File: config.mk
export PLATFORM = sky130hd
export DESIGN_NAME = axi_read_arbiter
export DESIGN_NICKNAME = d
export VERILOG_FILES = /design/src/rtl/axi_read_arbiter.sv
export SDC_FILE = /design/constraint.sdc
export NUM_CORES = 1
export LEC_CHECK = 0
export CAP_MARGIN = 40
export CORE_AREA = 2 2 101 103
export CTS_CLUSTER_SIZE = 16
export DETAILED_ROUTE_END_ITERATION = 10
export DIE_AREA = 0 0 103 105
export DONT_BUFFER_PORTS = 1
export SLEW_MARGIN = 20
export SYNTH_ARGS = -nofsm -noshare
export SYNTH_HDL_FRONTEND = slang
export SYNTH_SLANG_ARGS = --single-unit
File: constraint.sdc
create_clock -name clk_i -period 1.7 [get_ports clk_i]
set_clock_uncertainty 0.1 [all_clocks]
set_input_delay 0.17 -clock clk_i [delete_from_list [all_inputs] [get_ports clk_i]]
set_output_delay 0.17 -clock clk_i [all_outputs]
set_load 0.1 [all_outputs]
File: src/rtl/axi_read_arbiter.sv
// Two-master AXI4 read arbiter: ibus and dbus share one memory AR/R port.
// One burst is in flight at a time; R beats are routed to the owner and rlast is checked.
module axi_read_arbiter #(
    parameter int unsigned ADDR_WIDTH    = 32,
    parameter int unsigned DATA_WIDTH    = 32,
    parameter int unsigned PRIORITY_MODE = 0
) (
    input  logic                  clk_i,
    input  logic                  rst_ni,
    input  logic [ADDR_WIDTH-1:0] ibus_araddr_i,
    input  logic [7:0]            ibus_arlen_i,
    input  logic [2:0]            ibus_arsize_i,
    input  logic [1:0]            ibus_arburst_i,
    input  logic                  ibus_arvalid_i,
    output logic                  ibus_arready_o,
    output logic [DATA_WIDTH-1:0] ibus_rdata_o,
    output logic [1:0]            ibus_rresp_o,
    output logic                  ibus_rlast_o,
    output logic                  ibus_rvalid_o,
    input  logic                  ibus_rready_i,
    input  logic [ADDR_WIDTH-1:0] dbus_araddr_i,
    input  logic [7:0]            dbus_arlen_i,
    input  logic [2:0]            dbus_arsize_i,
    input  logic [1:0]            dbus_arburst_i,
    input  logic                  dbus_arvalid_i,
    output logic                  dbus_arready_o,
    output logic [DATA_WIDTH-1:0] dbus_rdata_o,
    output logic [1:0]            dbus_rresp_o,
    output logic                  dbus_rlast_o,
    output logic                  dbus_rvalid_o,
    input  logic                  dbus_rready_i,
    output logic [ADDR_WIDTH-1:0] m_araddr_o,
    output logic [7:0]            m_arlen_o,
    output logic [2:0]            m_arsize_o,
    output logic [1:0]            m_arburst_o,
    output logic                  m_arvalid_o,
    input  logic                  m_arready_i,
    input  logic [DATA_WIDTH-1:0] m_rdata_i,
    input  logic [1:0]            m_rresp_i,
    input  logic                  m_rlast_i,
    input  logic                  m_rvalid_i,
    output logic                  m_rready_o,
    output logic                  grant_dbus_o,
    output logic                  busy_o,
    output logic                  len_err_o
);

    typedef enum logic [1:0] {StIdle, StAddr, StData} state_e;

    state_e                state_q, state_d;
    logic [ADDR_WIDTH-1:0] araddr_q, araddr_d;
    logic [7:0]            arlen_q, arlen_d;
    logic [2:0]            arsize_q, arsize_d;
    logic [1:0]            arburst_q, arburst_d;
    logic                  arvalid_q, arvalid_d;
    logic                  grant_q, grant_d;
    logic                  last_grant_q, last_grant_d;
    logic [7:0]            beat_q, beat_d;
    logic                  len_err_q, len_err_d;
    logic                  sel_dbus;
    logic                  rready_sel;

    always_comb begin
        state_d        = state_q;
        araddr_d       = araddr_q;
        arlen_d        = arlen_q;
        arsize_d       = arsize_q;
        arburst_d      = arburst_q;
        arvalid_d      = arvalid_q;
        grant_d        = grant_q;
        last_grant_d   = last_grant_q;
        beat_d         = beat_q;
        len_err_d      = len_err_q;
        ibus_arready_o = 1'b0;
        dbus_arready_o = 1'b0;
        ibus_rdata_o   = '0;
        ibus_rresp_o   = '0;
        ibus_rlast_o   = 1'b0;
        ibus_rvalid_o  = 1'b0;
        dbus_rdata_o   = '0;
        dbus_rresp_o   = '0;
        dbus_rlast_o   = 1'b0;
        dbus_rvalid_o  = 1'b0;
        rready_sel     = 1'b0;
        // Tie goes to the non-last owner in round-robin mode, to ibus in fixed mode.
        sel_dbus = dbus_arvalid_i &&
                   (!ibus_arvalid_i || (PRIORITY_MODE == 0 && !last_grant_q));

        unique case (state_q)
            StIdle: begin
                // Gated by reset so arready reads 0 while reset is held.
                if (rst_ni && (ibus_arvalid_i || dbus_arvalid_i)) begin
                    ibus_arready_o = !sel_dbus;
                    dbus_arready_o = sel_dbus;
                    araddr_d       = sel_dbus ? dbus_araddr_i  : ibus_araddr_i;
                    arlen_d        = sel_dbus ? dbus_arlen_i   : ibus_arlen_i;
                    arsize_d       = sel_dbus ? dbus_arsize_i  : ibus_arsize_i;
                    arburst_d      = sel_dbus ? dbus_arburst_i : ibus_arburst_i;
                    grant_d        = sel_dbus;
                    arvalid_d      = 1'b1;
                    state_d        = StAddr;
                end
            end
            StAddr: begin
                if (m_arready_i) begin
                    arvalid_d = 1'b0;
                    beat_d    = 8'd0;
                    state_d   = StData;
                end
            end
            StData: begin
                if (grant_q) begin
                    dbus_rdata_o  = m_rdata_i;
                    dbus_rresp_o  = m_rresp_i;
                    dbus_rlast_o  = m_rlast_i;
                    dbus_rvalid_o = m_rvalid_i;
                    rready_sel    = dbus_rready_i;
                end else begin
                    ibus_rdata_o  = m_rdata_i;
                    ibus_rresp_o  = m_rresp_i;
                    ibus_rlast_o  = m_rlast_i;
                    ibus_rvalid_o = m_rvalid_i;
                    rready_sel    = ibus_rready_i;
                end
                if (m_rvalid_i && rready_sel) begin
                    beat_d = beat_q + 8'd1;
                    // rlast must coincide exactly with beat index == arlen.
                    if (m_rlast_i != (beat_q == arlen_q)) begin
                        len_err_d = 1'b1;
                    end
                    if (m_rlast_i) begin
                        last_grant_d = grant_q;
                        state_d      = StIdle;
                    end
                end
            end
            default: state_d = StIdle;
        endcase
    end

    always_ff @(posedge clk_i or negedge rst_ni) begin
        if (!rst_ni) begin
            state_q      <= StIdle;
            araddr_q     <= '0;
            arlen_q      <= '0;
            arsize_q     <= '0;
            arburst_q    <= '0;
            arvalid_q    <= 1'b0;
            grant_q      <= 1'b0;
            last_grant_q <= 1'b1;
            beat_q       <= '0;
            len_err_q    <= 1'b0;
        end else begin
            state_q      <= state_d;
            araddr_q     <= araddr_d;
            arlen_q      <= arlen_d;
            arsize_q     <= arsize_d;
            arburst_q    <= arburst_d;
            arvalid_q    <= arvalid_d;
            grant_q      <= grant_d;
            last_grant_q <= last_grant_d;
            beat_q       <= beat_d;
            len_err_q    <= len_err_d;
        end
    end

    assign m_araddr_o   = araddr_q;
    assign m_arlen_o    = arlen_q;
    assign m_arsize_o   = arsize_q;
    assign m_arburst_o  = arburst_q;
    assign m_arvalid_o  = arvalid_q;
    assign m_rready_o   = rready_sel;
    assign grant_dbus_o = grant_q;
    assign busy_o       = (state_q != StIdle);
    assign len_err_o    = len_err_q;

endmodule

==> metrics.md <==
| Metric | Value |
|---|---|
| Measured slew at the worst slew-check pin | `567 ps` |
| Failing checks | `setup timing` |
| Seq pwr share | `0.155` |
| Commonest non-fill, non-tap cell in the layout | `dlygate4sd3_1` |
| Crit path time final | `1970 ps` |
| Diode count | `0` |
| Vias in the first global route | `3880` |
| Crit. End Element | `output pin` |
| CTS sink cnt | `between 50 and 60` |
| Cell count of the worst reg-to-reg path | `7` |
| H-tree lvl count | `3` |
| Grt ovf | `0` |
| CP Buf/Inv Count | `3` |
| Final non-filler cell total | `714` |
| Initial Utilization | `0.349` |
| Syn Nets | `~500` |
| Worst-path fanout max | `4` |
| Final wirelength | `around 14000 um` |
| Finished Core Util | `0.707` |
| Clock Latency Late Sink | `340 ps` |
| Maximum vdd drop | `0.00163 V` |
| CP max-delay cell | `dfrtp_1` |
| Status | `complete, but fails checks` |
| Drt wl/cell | `20.2 um` |
| Cells after DPL | `roughly 580` |
| Max Fclk | `507 MHz` |
| DRC errors left | `0` |
| Crit Reg-Reg Endpoint | `beat_q[5]$_DFFE_PN0P_` |
| Cells after Synth | `365` |
| Levels on crit path | `6` |
| Max-Cap Viols | `0` |
| Rel. slew slack | `0.621` |
| Mapped Avg Cell Area | `9.22 um2` |
| Maximum clock insertion buffer count | `2` |
| Seq/Total Area, Yosys | `0.439` |
| Die Ht | `between 100 and 150 um` |
| Worst Setup SP | `state_q[0]$_DFFE_PN0P_` |
| Internal power | `0.00596 W` |
| GP Congestion | `0.854` |
| Fin Hold WS | `33.6 ps` |
| Root Buffer Master | `clkbuf_8` |
| Synth Register Bits | `around 60` |
| Via count | `3775` |
| DR iter-0 viols | `~180` |
| Routed Antenna Nets | `0` |
| Largest net degree at the start of global routing | `60` |
| CTS tree | `built` |
| Io pins | `~260` |
| Number of distinct library cells after synthesis | `35` |
| Hpwl dp | `about 8000 um` |
| Rows | `36` |
| Setup violations, final | `83` |
| Slew Viols, Final | `0` |
| Period utilization | `1.16` |
| CP arrival | `approximately 1700 ps` |
| Nets@finish | `~700` |
| Hold Crit Class | `input pin to flop` |
| Number of buffers created by CTS | `9` |
| Critical Path RT | `1430 ps` |
| Commonest cells after routing, fill and taps aside | `dlygate4sd3_1, buf_4, buf_12` |
| Hold Fails Final Rpt | `0` |
| Total design power | `0.0152 W` |
| CP Cell Sequence | `inv_2 > nand2_4 > nor2_4 > buf_6 > clkbuf_16 > and2_4` |
| Share of layout cells above drive strength 1 | `0.444` |
| Full die area | `10800 um2` |
| Initial antenna violation count | `0` |
| Worst R2R Start | `state_q[0]$_DFFE_PN0P_` |
| Ratio of total power to cell area | `2230 nW/um2` |
| CP Class | `flop to output pin` |
| Startpoint Class | `flop` |
| YS warnings | `0` |
| NetSw | `a little over 0.009 W` |
| Worst setup margin | `-271 ps` |
| Global-route wire length before repair | `around 21000 um` |
| Post-synthesis cell area | `around 3400 um2` |
| Leak | `3.06 nW` |
| Logic pwr share | `0.757` |
| Worst-path clk slew | `70 ps` |
| R2R setup slack | `-190 ps` |
| Core area | `just under 10000 um2` |
| Via density | `5.29` |
| Switching share of power | `0.608` |
| Worst path max stage delay | `~420 ps` |
| CP delay by family, top | `simple AND/OR/NAND/NOR gates` |
| Die span in x | `103 um` |
| Detailed Routing Iterations Pass 1 | `4` |
| Area delta synth->final | `102%` |
| PortBufs | `0` |
| CP endpoint | `ibus_rdata_o[8]` |
| Unrepaired setup endpoints after global routing | `yes` |
| Clock power share | `0.088` |
| GRT Util Overall | `0.251` |
==> area by class of cell <==
class / count / area (um2)
inverters: 3 / 11.3
well taps: 133 / 166
clock buffers: 12 / 155
clock inverters: 4 / 48.8
repair buffers: 227 / 2810
multi-input cells: 276 / 2140
flip-flops and latches: 59 / 1490
fillers: 639 / 2820
==> per-stage QoR <==
step	TNS (ps)	cell area (um2)	setup WS [ps]
finish	-17080	6820	-271
CTS	-18540	6580	-265
global placement	0	5160	80.7
global route	-22520	6820	-338
floorplan	-2300	3740	-426
detailed placement	0	5160	51.9
==> flip-flops by register name (all words and copies together), names as in the netlist <==
signal	flops
last_grant_q	1
m_araddr_o	32
m_arvalid_o	1
len_err_o	1
m_arsize_o	3
grant_dbus_o	1
beat_q	8
state_q	2
m_arlen_o	8
m_arburst_o	2
==> layer usage <==
metal | wire length, um | GRT usage | vias to the layer above
met5 | 0 | 0 | -
met4 | 529 | 0.112 | 0
met3 | 1180 | 0.0696 | 42
met2 | 7780 | 0.456 | 249
met1 | 4950 | 0.261 | 1795
li1 | - | - | 1689
==> cells in the mapped netlist, drive strengths merged <==
cell	number	area, um2
nor4b	1	8.76
and4	1	8.76
clkbuf	17	63.8
mux2i	45	450
and2b	1	10.0
buf	10	50.1
mux2	3	37.5
a21o	1	7.51
and3	38	238
nand4	7	43.8
dfstp	1	26.3
inv	3	11.3
or4	3	22.5
nand2	49	184
or3	1	6.26
nor2	9	33.8
a21boi	1	7.51
nand3b	1	7.51
dfrtp	58	1450
or2	3	18.8
a21oi	6	30.0
nand3	3	27.5
xor2	2	17.5
a211oi	1	7.51
o31ai	2	15.0
o211ai	1	7.51
ha	1	12.5
o21ai	49	245
xnor2	9	78.8
and2	38	238
==> kinds of logic after synthesis <==
family	Yosys count	synth area share
AOI/OAI and AO/OA	61	0.0951
xor gates and xnor gates	11	0.0286
adders and majority gates	1	0.00372
buffers and inverters	30	0.0372
DFF	59	0.439
muxes	48	0.145
and+or+nand+nor	155	0.252
==> power groups by stage <==
stage	combinational, W	clock, W	sequential (W)
floorplan	0.00416	0	0.00627
global placement	0.0101	0	0.00233
detailed placement	0.0102	0	0.00235
CTS	0.0110	0.00135	0.00233
global route	0.0119	0.00142	0.00241
finish	0.0115	0.00133	0.00235
==> what timing repair did <==
action	4_1_cts	5_1_grt
setup endpoints to repair	75	124
hold endpoints to repair	116	0
setup buffers	12	6
gates cloned	4	6
hold buffers	95	0
pin swaps	27	36
resized for setup	14	28
==> worst min-delay path by stage <==
stage               from  slack [ps]                          to  depth (start not counted)
2_1_floorplan     rst_ni        -230       beat_q[0]$_DFFE_PN0P_                          0
3_3_place_gp      rst_ni        -220  m_araddr_o[16]$_DFFE_PN0P_                          0
3_5_place_dp      rst_ni        -220  m_araddr_o[16]$_DFFE_PN0P_                          0
4_1_cts        m_rlast_i           8      state_q[1]$_DFFE_PN0P_                          2
5_1_grt        m_rlast_i          60      state_q[1]$_DFFE_PN0P_                          2
6_report       m_rlast_i          30      state_q[1]$_DFFE_PN0P_                          2
Note: power is estimated with default switching activity, not from simulation.
